<file path="src/rtl/if_stage.sv">
// Instruction fetch stage: drives the imem request, captures fetched words,
// and parks one word in a hold buffer while downstream is stalled.
module if_stage #(
    parameter int              PC_W     = 12,
    parameter int              INST_W   = 19,
    parameter logic [PC_W-1:0] RESET_PC = 12'h000
) (
    input  logic              clk,
    input  logic              reset,
    input  logic              stall,
    input  logic              branch_taken,
    input  logic [PC_W-1:0]   branch_target,
    input  logic              jump,
    input  logic [PC_W-1:0]   jump_target,
    output logic              imem_req,
    output logic [PC_W-1:0]   imem_addr,
    input  logic              imem_ready,
    input  logic [INST_W-1:0] imem_data,
    output logic [INST_W-1:0] instruction,
    output logic [PC_W-1:0]   pc_plus1,
    output logic              valid,
    output logic              flush
);

    typedef enum logic [1:0] {
        BOOT  = 2'd0,
        FETCH = 2'd1,
        HOLD  = 2'd2
    } state_t;

    localparam logic [PC_W-1:0] ONE = {{(PC_W-1){1'b0}}, 1'b1};

    state_t              state;
    state_t              state_next;
    logic [PC_W-1:0]     pc;
    logic [PC_W-1:0]     pc_inc;
    logic [PC_W-1:0]     hold_pc;
    logic [PC_W-1:0]     hold_inc;
    logic [INST_W-1:0]   hold_inst;
    logic                redirect;
    logic [PC_W-1:0]     target;

    // Jump wins over a simultaneous taken branch.
    assign redirect  = jump | branch_taken;
    assign target    = jump ? jump_target : branch_target;
    assign pc_inc    = pc + ONE;
    assign hold_inc  = hold_pc + ONE;
    assign imem_addr = pc;

    always_ff @(posedge clk) begin
        if (!reset) begin
            state <= BOOT;
        end else begin
            state <= state_next;
        end
    end

    always_comb begin
        state_next = state;
        imem_req   = 1'b0;
        unique case (state)
            BOOT: begin
                state_next = FETCH;
            end
            FETCH: begin
                imem_req = 1'b1;
                if (!redirect && imem_ready && stall) begin
                    state_next = HOLD;
                end
            end
            HOLD: begin
                if (redirect || !stall) begin
                    state_next = FETCH;
                end
            end
            default: begin
                state_next = BOOT;
            end
        endcase
    end

    always_ff @(posedge clk) begin
        if (!reset) begin
            pc          <= RESET_PC;
            instruction <= '0;
            pc_plus1    <= '0;
            valid       <= 1'b0;
            flush       <= 1'b0;
            hold_inst   <= '0;
            hold_pc     <= '0;
        end else begin
            flush <= 1'b0;
            unique case (state)
                FETCH: begin
                    if (redirect) begin
                        pc    <= target;
                        flush <= 1'b1;
                        valid <= 1'b0;
                    end else if (imem_ready) begin
                        if (stall) begin
                            hold_inst <= imem_data;
                            hold_pc   <= pc;
                        end else begin
                            instruction <= imem_data;
                            pc_plus1    <= pc_inc;
                            valid       <= 1'b1;
                            pc          <= pc_inc;
                        end
                    end else if (!stall) begin
                        valid <= 1'b0;
                    end
                end
                HOLD: begin
                    if (redirect) begin
                        pc        <= target;
                        flush     <= 1'b1;
                        valid     <= 1'b0;
                        hold_inst <= '0;
                        hold_pc   <= '0;
                    end else if (!stall) begin
                        instruction <= hold_inst;
                        pc_plus1    <= hold_inc;
                        valid       <= 1'b1;
                        pc          <= hold_inc;
                    end
                end
                default: begin
                end
            endcase
        end
    end

endmodule

</file>
<file path="config.mk">
export PLATFORM = sky130hd
export DESIGN_NAME = if_stage
export DESIGN_NICKNAME = d
export VERILOG_FILES = /design/src/rtl/if_stage.sv
export SDC_FILE = /design/constraint.sdc
export NUM_CORES = 1
export LEC_CHECK = 0
export BUFFER_PORTS_ARGS = -buffer_cell sky130_fd_sc_hd__buf_2
export CAP_MARGIN = 30
export CORE_MARGIN = 5
export CORE_UTILIZATION = 48
export DETAILED_ROUTE_END_ITERATION = 8
export PLACE_DENSITY = 0.84
export SYNTH_ARGS = -nofsm -noshare
export SYNTH_HDL_FRONTEND = slang
export SYNTH_SLANG_ARGS = --single-unit
export TNS_END_PERCENT = 50
</file>
<file path="constraint.sdc">
create_clock -name clk -period 1.7 [get_ports clk]
set_input_delay 0.17 -clock clk [delete_from_list [all_inputs] [get_ports clk]]
set_output_delay 0.17 -clock clk [all_outputs]
set_load 0.005 [all_outputs]
</file>
==> results of run 1 <==
-- state kept, by name, summed over array words and instances, names as in the netlist --
register / cells
state: 2
hold_pc: 12
imem_addr: 12
flush: 1
instruction: 19
hold_inst: 19
valid: 1
pc_plus1: 12
-- stage by stage --
step / power [mW] / std cells
3_3_place_gp: 2.66 / 613
3_5_place_dp: 2.68 / 613
4_1_cts: 4.31 / 631
5_1_grt: 4.53 / 636
6_report: 4.36 / 636
2_1_floorplan: 2.37 / 412
-- area by class of cell --
cell class | instances | area share (%)
Multi-Input combinational cell | 292 | 43.1
Clock buffer | 9 | 2.50
Clock inverter | 7 | 2.07
Sequential cell | 78 | 31.7
Inverter | 12 | 1.03
Tap cell | 102 | 2.57
Timing Repair Buffer | 136 | 17.0
-- cells by family after synthesis --
| family | count (synthesis) | share of synthesized area [%] |
|---|---|---|
| and+or+nand+nor | 121 | 14.5 |
| AOI/OAI and AO/OA | 112 | 23.1 |
| DFF | 78 | 41.5 |
| buffers and inverters | 42 | 5.42 |
| muxes | 37 | 9.87 |
| xor gates and xnor gates | 17 | 3.96 |
| adders and majority gates | 5 | 1.66 |
-- routing by layer --
metal | wire length, µm | vias to the layer above
met5 | 0 | -
met4 | 409 | 0
met3 | 838 | 37
met2 | 5720 | 185
met1 | 4480 | 1764
li1 | - | 1722
-- worst max path at each step --
stage / startpoint / end / slack (ps) / cells past startpoint
5_1_grt: state[1] / hold_inst[10] / -100 / 8
3_3_place_gp: state[1] / imem_addr[1] / 40 / 7
4_1_cts: state[1] / pc_plus1[3] / -10 / 7
6_report: state[1] / hold_inst[10] / -10 / 8
2_1_floorplan: state[0] / imem_addr[11] / 30 / 8
3_5_place_dp: state[1] / imem_addr[1] / -20 / 7
-- cell usage after synthesis, types with 2 or more instances --
| library cell | count |
|---|---|
| a22oi_1 | 31 |
| ha_1 | 5 |
| a222oi_1 | 2 |
| nand2b_1 | 3 |
| nor4_1 | 2 |
| a211oi_1 | 3 |
| nand2_1 | 16 |
| nor3_1 | 10 |
| nand4_1 | 2 |
| nand3_1 | 14 |
| buf_6 | 4 |
| buf_2 | 10 |
| a31oi_1 | 2 |
| o22ai_1 | 12 |
| nor2b_1 | 2 |
| nor2_1 | 64 |
| o21ai_0 | 13 |
| a211oi_2 | 19 |
| o211ai_1 | 3 |
| mux2i_1 | 36 |
| xnor2_1 | 5 |
| inv_1 | 11 |
| or3_1 | 3 |
| dfxtp_1 | 78 |
| a21oi_1 | 18 |
| clkbuf_1 | 14 |
| xor2_1 | 12 |
-- worst max-delay path, delay by kind of cell, from the launching register on --
family / cells / cell delay (ps)
flops: 1 / 380
fa+ha+maj: 1 / 180
buf+inv: 3 / 410
simple gates: 2 / 340
compound gates: 2 / 300
-- power breakdown --
group	internal, mW	switching, mW
Clock	0.850	0.769
Combinational	0.344	0.432
Sequential	1.90	0.0716
-- layout by cell type (no fill, tap or decap), types with 5 or more instances in the layout --
cell type   n
buf_2      94
dfxtp_1    73
nor2_1     64
buf_4      34
mux2i_1    33
a22oi_1    26
a211oi_2   20
nand2_1    16
a21oi_1    15
nand3_1    12
o22ai_1    12
o21ai_0    12
xor2_1     12
nor3_1     10
clkbuf_8    9
inv_1       7
xnor2_1     5
a22oi_2     5
buf_6       5
-- repair_timing --
action	CTS	global route
setup endpoints to repair	14	71
cloned	0	1
hold buffers	0	0
pin swaps	1	8
buffers inserted	2	4
gates resized for setup	4	39
==> results by group, run 1 <==
Global routing
  • GR Util met3: 5.73%
  • Largest net degree at the start of global routing: 44
  • Grt met2 use: 37.0%
  • Busiest grt layer: met2
  • Initial antenna violation count: 0
  • First-pass GRT wire length: 17,300 µm
  • Total GRT Usage: 22.0%
  • Met1 usage: 26.6%
  • GRT overflow: 0
  • Vias in the first global route: 3,584

Floorplanning
  • Die area: 9710 µm²
  • Initial Utilization: 49.0%
  • Cell row count: 32
  • Die Height: 98.6 µm
  • I/O Pins: 95
  • Die width: 98.6 µm
  • Core Area: 7690 µm²

Logic synthesis
  • Syn nets: 466
  • Async set or reset register ratio after synthesis: 0%
  • Synth top area share: 41.5%
  • Register bit total from synthesis: 78
  • Synth Instances: 412
  • Synthesized area: 3760 µm²
  • Largest area contributor in the netlist: dfxtp_1
  • Yosys warning total: 0
  • Synth cell types: 45
  • Top post-synthesis cells by area: dfxtp_1, mux2i_1, nor2_1
  • Synth Area per Inst: 9.13 µm²
  • Sequential element share of the synthesized area: 41.5%
  • EDFF count, synth: 0
  • Commonest register cell after synthesis: dfxtp_1

Worst setup path
  • Crit-path max cell delay: 380 ps
  • Endpoint of the worst register-to-register path: hold_inst[10]
  • WP data required: 1960 ps
  • Reg2reg path depth: 8
  • Critical path launch point type: register
  • Slowest cell on crit path: dfxtp_4
  • Worst R2R Start: state[1]
  • Setup CP Type: reg2reg
  • Nature of the critical path endpoint: register
  • Worst Path Max Fanout: 16
  • Worst R2R Setup Slack: -10 ps
  • CP Cell Sequence: inv_4 -> ha_4 -> clkinvlp_4 -> nor3_4 -> a31oi_4 -> buf_6 -> a22oi_1 -> nor2_1
  • CP arrival: 1980 ps

Job
  • Max-cap violation count: 0

Clock tree
  • Longest Clk Path Bufs: 2
  • Root Buffer: clkbuf_8
  • TritonCTS Buffers: 9
  • Worst-path clk slew: 90 ps
  • CTS tree: yes
  • Clk_lat worst skew: 370 ps
  • Clk sinks: 78
  • H-tree levels: 3

STA
  • Final TNS setup: -14.0 ps
  • Setup-failing EPs final: 1
  • Slew Viols, Final: 0
  • Slew HR: 68.5%
  • Worst Max-Slew Pin Slew: 472 ps
  • Tmin final: 1710 ps
  • Setup slack after layout: -14.0 ps
  • Unrepaired setup endpoints after global routing: yes
  • Tcrit/Tclk final: 101%
  • Final number of hold-violating endpoints: 0
  • Worst hold slack: 63.0 ps
  • Clock Skew: 11.0 ps
  • Fmax: 583 MHz

Finish
  • Final design utilization: 64.5%
  • Multi-input gate area: 2140 µm²
  • Diode count: 0
  • Sequential cell area: 1570 µm²
  • Finished layout cell area: 4960 µm²
  • Fillcell total: 570
  • Share of post-route cells with drive strength above 1: 38.8%
  • P&R area growth vs syn: 31.7%
  • Layout net count: 583

Worst hold path
  • Hold Startpoint: imem_data[11]
  • HP Class: in2reg
  • Hold EP: hold_inst[11]
  • Cell count of the worst hold path: 3

Drt
  • Wire per inst: 18.0 µm
  • Remaining DRCs: 0
  • 1st-iter DRT viols: 267
  • Final ANT Viol Nets: 0
  • Routed vias/inst: 5.83
  • Post-Route WL: 11,500 µm
  • Vias: 3,708
  • Initial DRT Pass Iterations: 5

Power
  • VDD IR max: 0.479 mV
  • Pwr/cell area: 880 nW/µm²
  • Leak: 2.00 nW

Place
  • Buffers on Ports: 94
  • Hpwl dp: 7540 µm
  • Pre-CTS setup slack: -20.8 ps
  • Placement Cell Area: 4520 µm²
  • Routability Congestion: 0.935

Outcome
  • Failing checks: negative setup slack
  • Status: finished with violations
(Power assumes the default switching activity.)
==> run 2, diff against run 1 <==
==> constraint.sdc (replaced) <==
create_clock -name clk -period 1.47 [get_ports clk]
set_input_delay 0.147 -clock clk [delete_from_list [all_inputs] [get_ports clk]]
set_output_delay 0.147 -clock clk [all_outputs]
set_load 0.005 [all_outputs]
==> run 2 against run 1 <==
Effect of this change: the run still ends with negative setup slack left; total power rose by 21%; flip-flop and latch count did not move; via count up 13%; maximum frequency shrank 4.7%; combinational power grew 65%; highest routed layer unchanged.
==> results by group, run 2 (synthesis results as in run 1) <==
Global routing
  • GRT overflow: 0 (unchanged)
  • Total GRT Usage: 26.4% (was 22.0%)
  • First-pass GRT wire length: 20,800 µm (was 17,300 µm)
  • Initial antenna violation count: 0 (unchanged)
  • Vias in the first global route: 4,259 (was 3,584)
  • Largest net degree at the start of global routing: 29 (was 44)

Power
  • Pwr/cell area: 883 nW/µm² (was 880 nW/µm²)
  • NetSw: 1.60 mW (was 1.27 mW)
  • Int Pwr: 3.65 mW (was 3.09 mW)
  • Power share of the clock group: 32.0% (was 37.1%)
  • Leak: 2.40 nW (was 2.00 nW)
  • Flop pwr share: 43.7% (was 45.1%)
  • VDD IR max: 0.588 mV (was 0.479 mV)
  • Combinational Power Share: 24.3% (was 17.8%)
  • Sw Share: 30.5% (was 29.2%)

Floorplanning
  • I/O Pins: 95 (unchanged)
  • Initial Utilization: 49.0% (unchanged)
  • Die Height: 98.6 µm (unchanged)
  • Cell row count: 32 (unchanged)
  • Die width: 98.6 µm (unchanged)
  • Die area: 9710 µm² (unchanged)
  • Core Area: 7690 µm² (unchanged)

Place
  • Hpwl dp: 7850 µm (was 7540 µm)
  • Routability Congestion: 0.857 (was 0.935)
  • Pre-CTS setup slack: -280 ps (was -20.8 ps)
  • Placement Cell Area: 4770 µm² (was 4520 µm²)
  • Buffers on Ports: 94 (unchanged)

Finish
  • Finished layout cell area: 5950 µm² (was 4960 µm²)
  • Layout net count: 627 (was 583)
  • P&R area growth vs syn: 58.2% (was 31.7%)
  • Fillcell total: 482 (was 570)
  • Share of post-route cells with drive strength above 1: 56.2% (was 38.8%)
  • Diode count: 0 (unchanged)
  • Final design utilization: 77.5% (was 64.5%)
  • Multi-input gate area: 2590 µm² (was 2140 µm²)
  • Most frequent cells in the layout: buf_2, dfxtp_1, buf_4, nor2_1, a22oi_2 (was buf_2, dfxtp_1, nor2_1, buf_4, mux2i_1)
  • Most common cell after layout, fill and taps aside: buf_2 (unchanged)
  • Sequential cell area: 1590 µm² (was 1570 µm²)
  • Largest regs: hold_inst: 19 flops, instruction: 19 flops (unchanged)

STA
  • Worst Max-Slew Pin Slew: 524 ps (was 472 ps)
  • Unrepaired setup endpoints after global routing: yes (unchanged)
  • Final number of hold-violating endpoints: 0 (unchanged)
  • Slew Viols, Final: 0 (unchanged)
  • Final TNS setup: -12,650 ps (was -14.0 ps)
  • Slew HR: 64.1% (was 68.5%)
  • Tcrit/Tclk final: 122% (was 101%)
  • Clock Skew: 9.83 ps (was 11.0 ps)
  • Setup-failing EPs final: 75 (was 1)
  • Tmin final: 1800 ps (was 1710 ps)
  • Setup slack after layout: -328 ps (was -14.0 ps)
  • Fmax: 556 MHz (was 583 MHz)

Worst setup path
  • Crit-path max cell delay: 410 ps (was 380 ps)
  • Setup CP Type: reg2reg (unchanged)
  • CP arrival: 2030 ps (was 1980 ps)
  • CP Cell Sequence: buf_4 -> nand3_1 -> xor2_1 -> mux2i_1 -> a222oi_1 -> a21oi_1 (was inv_4 -> ha_4 -> clkinvlp_4 -> nor3_4 -> a31oi_4 -> buf_6 -> a22oi_1 -> nor2_1)
  • Nature of the critical path endpoint: register (unchanged)
  • Worst R2R Start: imem_addr[2] (was state[1])
  • Slowest cell on crit path: dfxtp_4 (unchanged)
  • Worst Path Max Fanout: 5 (was 16)
  • Critical path startpoint: imem_addr[2] (was state[1])
  • WP data required: 1700 ps (was 1960 ps)
  • Critical path launch point type: register (unchanged)

Drt
  • Routed vias/inst: 6.15 (was 5.83)
  • Wire per inst: 21.5 µm (was 18.0 µm)
  • Initial DRT Pass Iterations: 5 (unchanged)
  • Vias: 4,183 (was 3,708)
  • Final ANT Viol Nets: 0 (unchanged)
  • Post-Route WL: 14,600 µm (was 11,500 µm)
  • 1st-iter DRT viols: 311 (was 267)
  • Remaining DRCs: 0 (unchanged)

Clock tree
  • H-tree levels: 3 (unchanged)
  • Hold_buf cts: 0 (unchanged)
  • Clk sinks: 78 (unchanged)
  • Root Buffer: clkbuf_8 (unchanged)
  • Worst-path clk slew: 90 ps (about the same)
  • Clk_lat worst skew: 350 ps (was 370 ps)
  • TritonCTS Buffers: 9 (unchanged)
  • CTS tree: yes (unchanged)
  • Longest Clk Path Bufs: 2 (unchanged)

Job
  • Max-cap violation count: 0 (unchanged)

Outcome
  • Failing checks: negative setup slack (unchanged)
  • Status: finished with violations (unchanged)

Worst hold path
  • Hold Startpoint: imem_data[11] (unchanged)
  • HP Class: in2reg (unchanged)
[run 2: cell types whose count changed in the layout (fill, tap and decap cells not counted), moves of 6 or more]
cell and delta:
o21ai_0 -8, nor2_1 -11, a22oi_2 +26, buf_6 +14, a22oi_1 -26, nor2_2 +6, buf_4 +21, nor3_1 -8
dfxtp_1 -9
[run 2: power groups by stage]
stage	logic [mW]	registers, mW	clock network (mW)
floorplan	0.449	2.33	0
global placement	0.876	2.31	0
detailed placement	0.908	2.31	0
CTS	1.07	2.27	1.66
global route	1.35	2.30	1.78
finish	1.28	2.30	1.68
[run 2: repair_timing]
item / in CTS / in global routing
endpoints found under the setup margin: 75 / 77
gates cloned: 5 / 1
pin swaps: 11 / 31
buffers inserted: 12 / 10
gates resized for setup: 89 / 64
[run 2: final timing paths]
| path | end | slack, ps | cells past startpoint |
|---|---|---|---|
| hold reg to reg | pc_plus1[7] | 490 | 2 |
| hold / removal | hold_inst[11] | 70 | 3 |
| setup reg to reg | imem_addr[3] | -330 | 6 |
| setup / recovery | imem_addr[3] | -330 | 6 |
[run 2: area by class of cell]
| type | instances | area share [%] |
|---|---|---|
| multi-input combinational | 292 | 43.5 |
| sequential | 78 | 26.8 |
| timing repair buffer | 180 | 23.4 |
| clock buffer | 11 | 2.37 |
| tap | 102 | 2.14 |
| clock inverter | 5 | 0.967 |
| inverter | 12 | 0.841 |
[run 2: metal layers]
layer  vias up  GRT usage [%]  routed length (µm)
li1       1830              -                   -
met1      2004           30.0                5470
met2       269           45.4                7130
met3        80           6.79                1220
met4         0           14.0                 807
met5         -              0                   0
[run 2: worst max-delay path: cells and delay by family (launching register included)]
kind / cells / cell delay, ps
mux: 1 / 250
simple gates: 1 / 100
buf+inv: 1 / 160
xor+xnor: 1 / 250
compound gates: 2 / 520
flops: 1 / 410
[run 2: per-stage QoR]
stage	power, mW	instances	hold slack [ps]
final	5.26	680	66.4
after global routing	5.43	680	77.2
after detailed placement	3.22	636	426
after floorplan	2.78	412	308
after global placement	3.18	636	413
after CTS	5.01	669	59.6
==> run 3, diff against run 2 <==
--- a/config.mk
+++ b/config.mk
@@ -10,6 +10,7 @@
 export CORE_MARGIN = 5
 export CORE_UTILIZATION = 48
 export DETAILED_ROUTE_END_ITERATION = 8
+export GPL_TIMING_DRIVEN = 0
 export PLACE_DENSITY = 0.84
 export SYNTH_ARGS = -nofsm -noshare
 export SYNTH_HDL_FRONTEND = slang
==> run 3 against run 2 <==
Effect of this change: the flow still finishes with violations (negative setup slack); via count shrank 7.7%; cell area shrank 5.7%; flip-flop and latch count is the same; largest cell class unchanged; clock skew is essentially flat; critical endpoint is now hold_pc[4]; die area is the same.
==> results by group, run 3 (synthesis results as in run 1) <==
Worst setup path
  • CP Cell Sequence: inv_4 -> ha_4 -> clkinvlp_4 -> nor3_4 -> a31oi_4 -> clkbuf_16 -> a22oi_2 -> nor2_1 (was buf_4 -> nand3_1 -> xor2_1 -> mux2i_1 -> a222oi_1 -> a21oi_1)
  • Critical path launch point type: register (unchanged)
  • Top Family by Delay on Critical Path: buffers and inverters (was compound AO/OA/AOI/OAI gates)
  • Crit-path max cell delay: 370 ps (was 410 ps)
  • WP data required: 1700 ps (about the same)
  • Nature of the critical path endpoint: register (unchanged)
  • Setup CP Type: reg2reg (unchanged)
  • CP arrival: 2050 ps (was 2030 ps)
  • Slowest cell on crit path: dfxtp_4 (unchanged)
  • Worst Path Max Fanout: 7 (was 5)
  • Worst path bufs/invs: 3 (was 1)

Clock tree
  • Clk_lat worst skew: 370 ps (was 350 ps)
  • Hold_buf cts: 0 (unchanged)
  • Root Buffer: clkbuf_8 (unchanged)
  • Clk sinks: 78 (unchanged)
  • Longest Clk Path Bufs: 2 (unchanged)
  • TritonCTS Buffers: 9 (unchanged)
  • H-tree levels: 3 (unchanged)
  • CTS tree: yes (unchanged)
  • Worst-path clk slew: 80 ps (was 90 ps)

Drt
  • Remaining DRCs: 0 (unchanged)
  • Final ANT Viol Nets: 0 (unchanged)
  • 1st-iter DRT viols: 267 (was 311)
  • Wire per inst: 20.1 µm (was 21.5 µm)
  • Post-Route WL: 13,100 µm (was 14,600 µm)
  • Initial DRT Pass Iterations: 5 (unchanged)
  • Vias: 3,860 (was 4,183)
  • Routed vias/inst: 5.92 (was 6.15)

Finish
  • Diode count: 0 (unchanged)
  • Finished layout cell area: 5610 µm² (was 5950 µm²)
  • Share of post-route cells with drive strength above 1: 48.4% (was 56.2%)
  • Largest regs: hold_inst: 19 flops, instruction: 19 flops (unchanged)
  • Fillcell total: 507 (was 482)
  • Most common cell after layout, fill and taps aside: buf_2 (unchanged)
  • Final design utilization: 73.0% (was 77.5%)
  • Most frequent cells in the layout: buf_2, dfxtp_1, nor2_1, mux2i_1, a22oi_2 (was buf_2, dfxtp_1, buf_4, nor2_1, a22oi_2)
  • Layout net count: 600 (was 627)
  • Non-filler cells, final: 652 (was 680)
  • P&R area growth vs syn: 49.1% (was 58.2%)

STA
  • Tcrit/Tclk final: 124% (was 122%)
  • Tmin final: 1820 ps (was 1800 ps)
  • Setup slack after layout: -353 ps (was -328 ps)
  • Worst Max-Slew Pin Slew: 816 ps (was 524 ps)
  • Final number of hold-violating endpoints: 0 (unchanged)
  • Unrepaired setup endpoints after global routing: yes (unchanged)
  • Setup-failing EPs final: 76 (was 75)
  • Slew Viols, Final: 0 (unchanged)
  • Slew HR: 45.6% (was 64.1%)
  • Fmax: 549 MHz (was 556 MHz)
  • Clock Skew: 9.51 ps (was 9.83 ps)

Floorplanning
  • Die area: 9710 µm² (unchanged)
  • Die width: 98.6 µm (unchanged)
  • I/O Pins: 95 (unchanged)
  • Cell row count: 32 (unchanged)
  • Die Height: 98.6 µm (unchanged)
  • Core Area: 7690 µm² (unchanged)
  • Initial Utilization: 49.0% (unchanged)

Power
  • Pwr/cell area: 919 nW/µm² (was 883 nW/µm²)
  • Leak: 2.18 nW (was 2.40 nW)
  • Combinational Power Share: 19.7% (was 24.3%)
  • Flop pwr share: 45.3% (was 43.7%)
  • Power share of the clock group: 35.0% (was 32.0%)
  • Int Pwr: 3.69 mW (was 3.65 mW)
  • NetSw: 1.47 mW (was 1.60 mW)
  • Sw Share: 28.5% (was 30.5%)
  • VDD IR max: 0.512 mV (was 0.588 mV)

Place
  • Routability Congestion: 0.862 (was 0.857)
  • Dpl cells: 606 (was 636)
  • Buffers on Ports: 92 (was 94)
  • Hpwl dp: 7690 µm (was 7850 µm)
  • Placement Cell Area: 4480 µm² (was 4770 µm²)

Global routing
  • GR Util met3: 6.65% (was 6.79%)
  • Total GRT Usage: 24.2% (was 26.4%)
  • Vias in the first global route: 3,895 (was 4,259)
  • First-pass GRT wire length: 18,800 µm (was 20,800 µm)
  • GRT overflow: 0 (unchanged)
  • Initial antenna violation count: 0 (unchanged)
  • Grt met2 use: 42.5% (was 45.4%)
  • Met1 usage: 27.4% (was 30.0%)
  • Largest net degree at the start of global routing: 13 (was 29)
  • Busiest grt layer: met2 (unchanged)

Job
  • Max-cap violation count: 0 (unchanged)

Outcome
  • Failing checks: negative setup slack (unchanged)
  • Status: finished with violations (unchanged)

Worst hold path
  • HP Class: in2reg (unchanged)
-- run 3: cell types whose count changed in the layout (fill, tap and decap cells not counted), moves of 4 or more --
cell,change
buf_4,-39
clkbuf_1,+11
clkbuf_16,+7
buf_6,-6
nor3_1,+5
a22oi_1,+4
a22oi_2,-4
dfxtp_1,+4
-- run 3: cell type report --
type | count | area [µm²] | area share, %
Clock inverter | 3 | 68.8 | 1.23
Clock buffer | 12 | 145 | 2.59
Tap cell | 102 | 128 | 2.27
Timing Repair Buffer | 125 | 893 | 15.9
Sequential cell | 78 | 1590 | 28.3
Inverter | 12 | 58.8 | 1.05
Buffer | 28 | 317 | 5.64
Multi-Input combinational cell | 292 | 2420 | 43.0
-- run 3: per-stage QoR --
stage | hold WS, ps | setup WS (ps) | power (mW) | TNS (ps)
floorplan | 308 | -96.1 | 2.78 | -2330
global placement | 410 | -327 | 3.04 | -18770
CTS | 51.5 | -210 | 4.95 | -10700
detailed placement | 426 | -413 | 3.06 | -22010
global route | 51.3 | -388 | 5.34 | -21540
finish | 46.7 | -353 | 5.16 | -18010
-- run 3: final timing paths --
kind,startpoint,endpoint,slack (ps),cells past startpoint
min reg2reg,pc_plus1[11],pc_plus1[11],470,2
min,imem_data[7],hold_inst[7],50,3
max,state[1],hold_pc[4],-350,8
max reg2reg,state[1],hold_pc[4],-350,8
-- run 3: per-layer routing --
layer,share of wire (%),vias up
li1,-,1765
met1,38,1801
met2,50,230
met3,8.4,64
met4,4.3,0
met5,0,-
-- run 3: power by group through the flow --
stage          logic [mW]  clock network [mW]  registers, mW
3_3_place_gp        0.695                   0           2.34
5_1_grt              1.08                1.91           2.35
6_report             1.01                1.81           2.34
3_5_place_dp        0.717                   0           2.35
4_1_cts             0.852                1.78           2.31
2_1_floorplan       0.449                   0           2.33
-- run 3: timing repair --
item / in CTS / in global routing
pin swaps: 15 / 11
hold endpoints to repair: 0 / 0
buffers inserted: 14 / 10
cloned: 3 / 6
setup endpoints to repair: 77 / 76
gates resized for setup: 89 / 59
-- run 3: tightest hold or removal path, delay by kind of cell --
family | cells | cell delay [ps]
compound gates | 1 | 60
buf+inv | 1 | 100
simple gates | 1 | 80
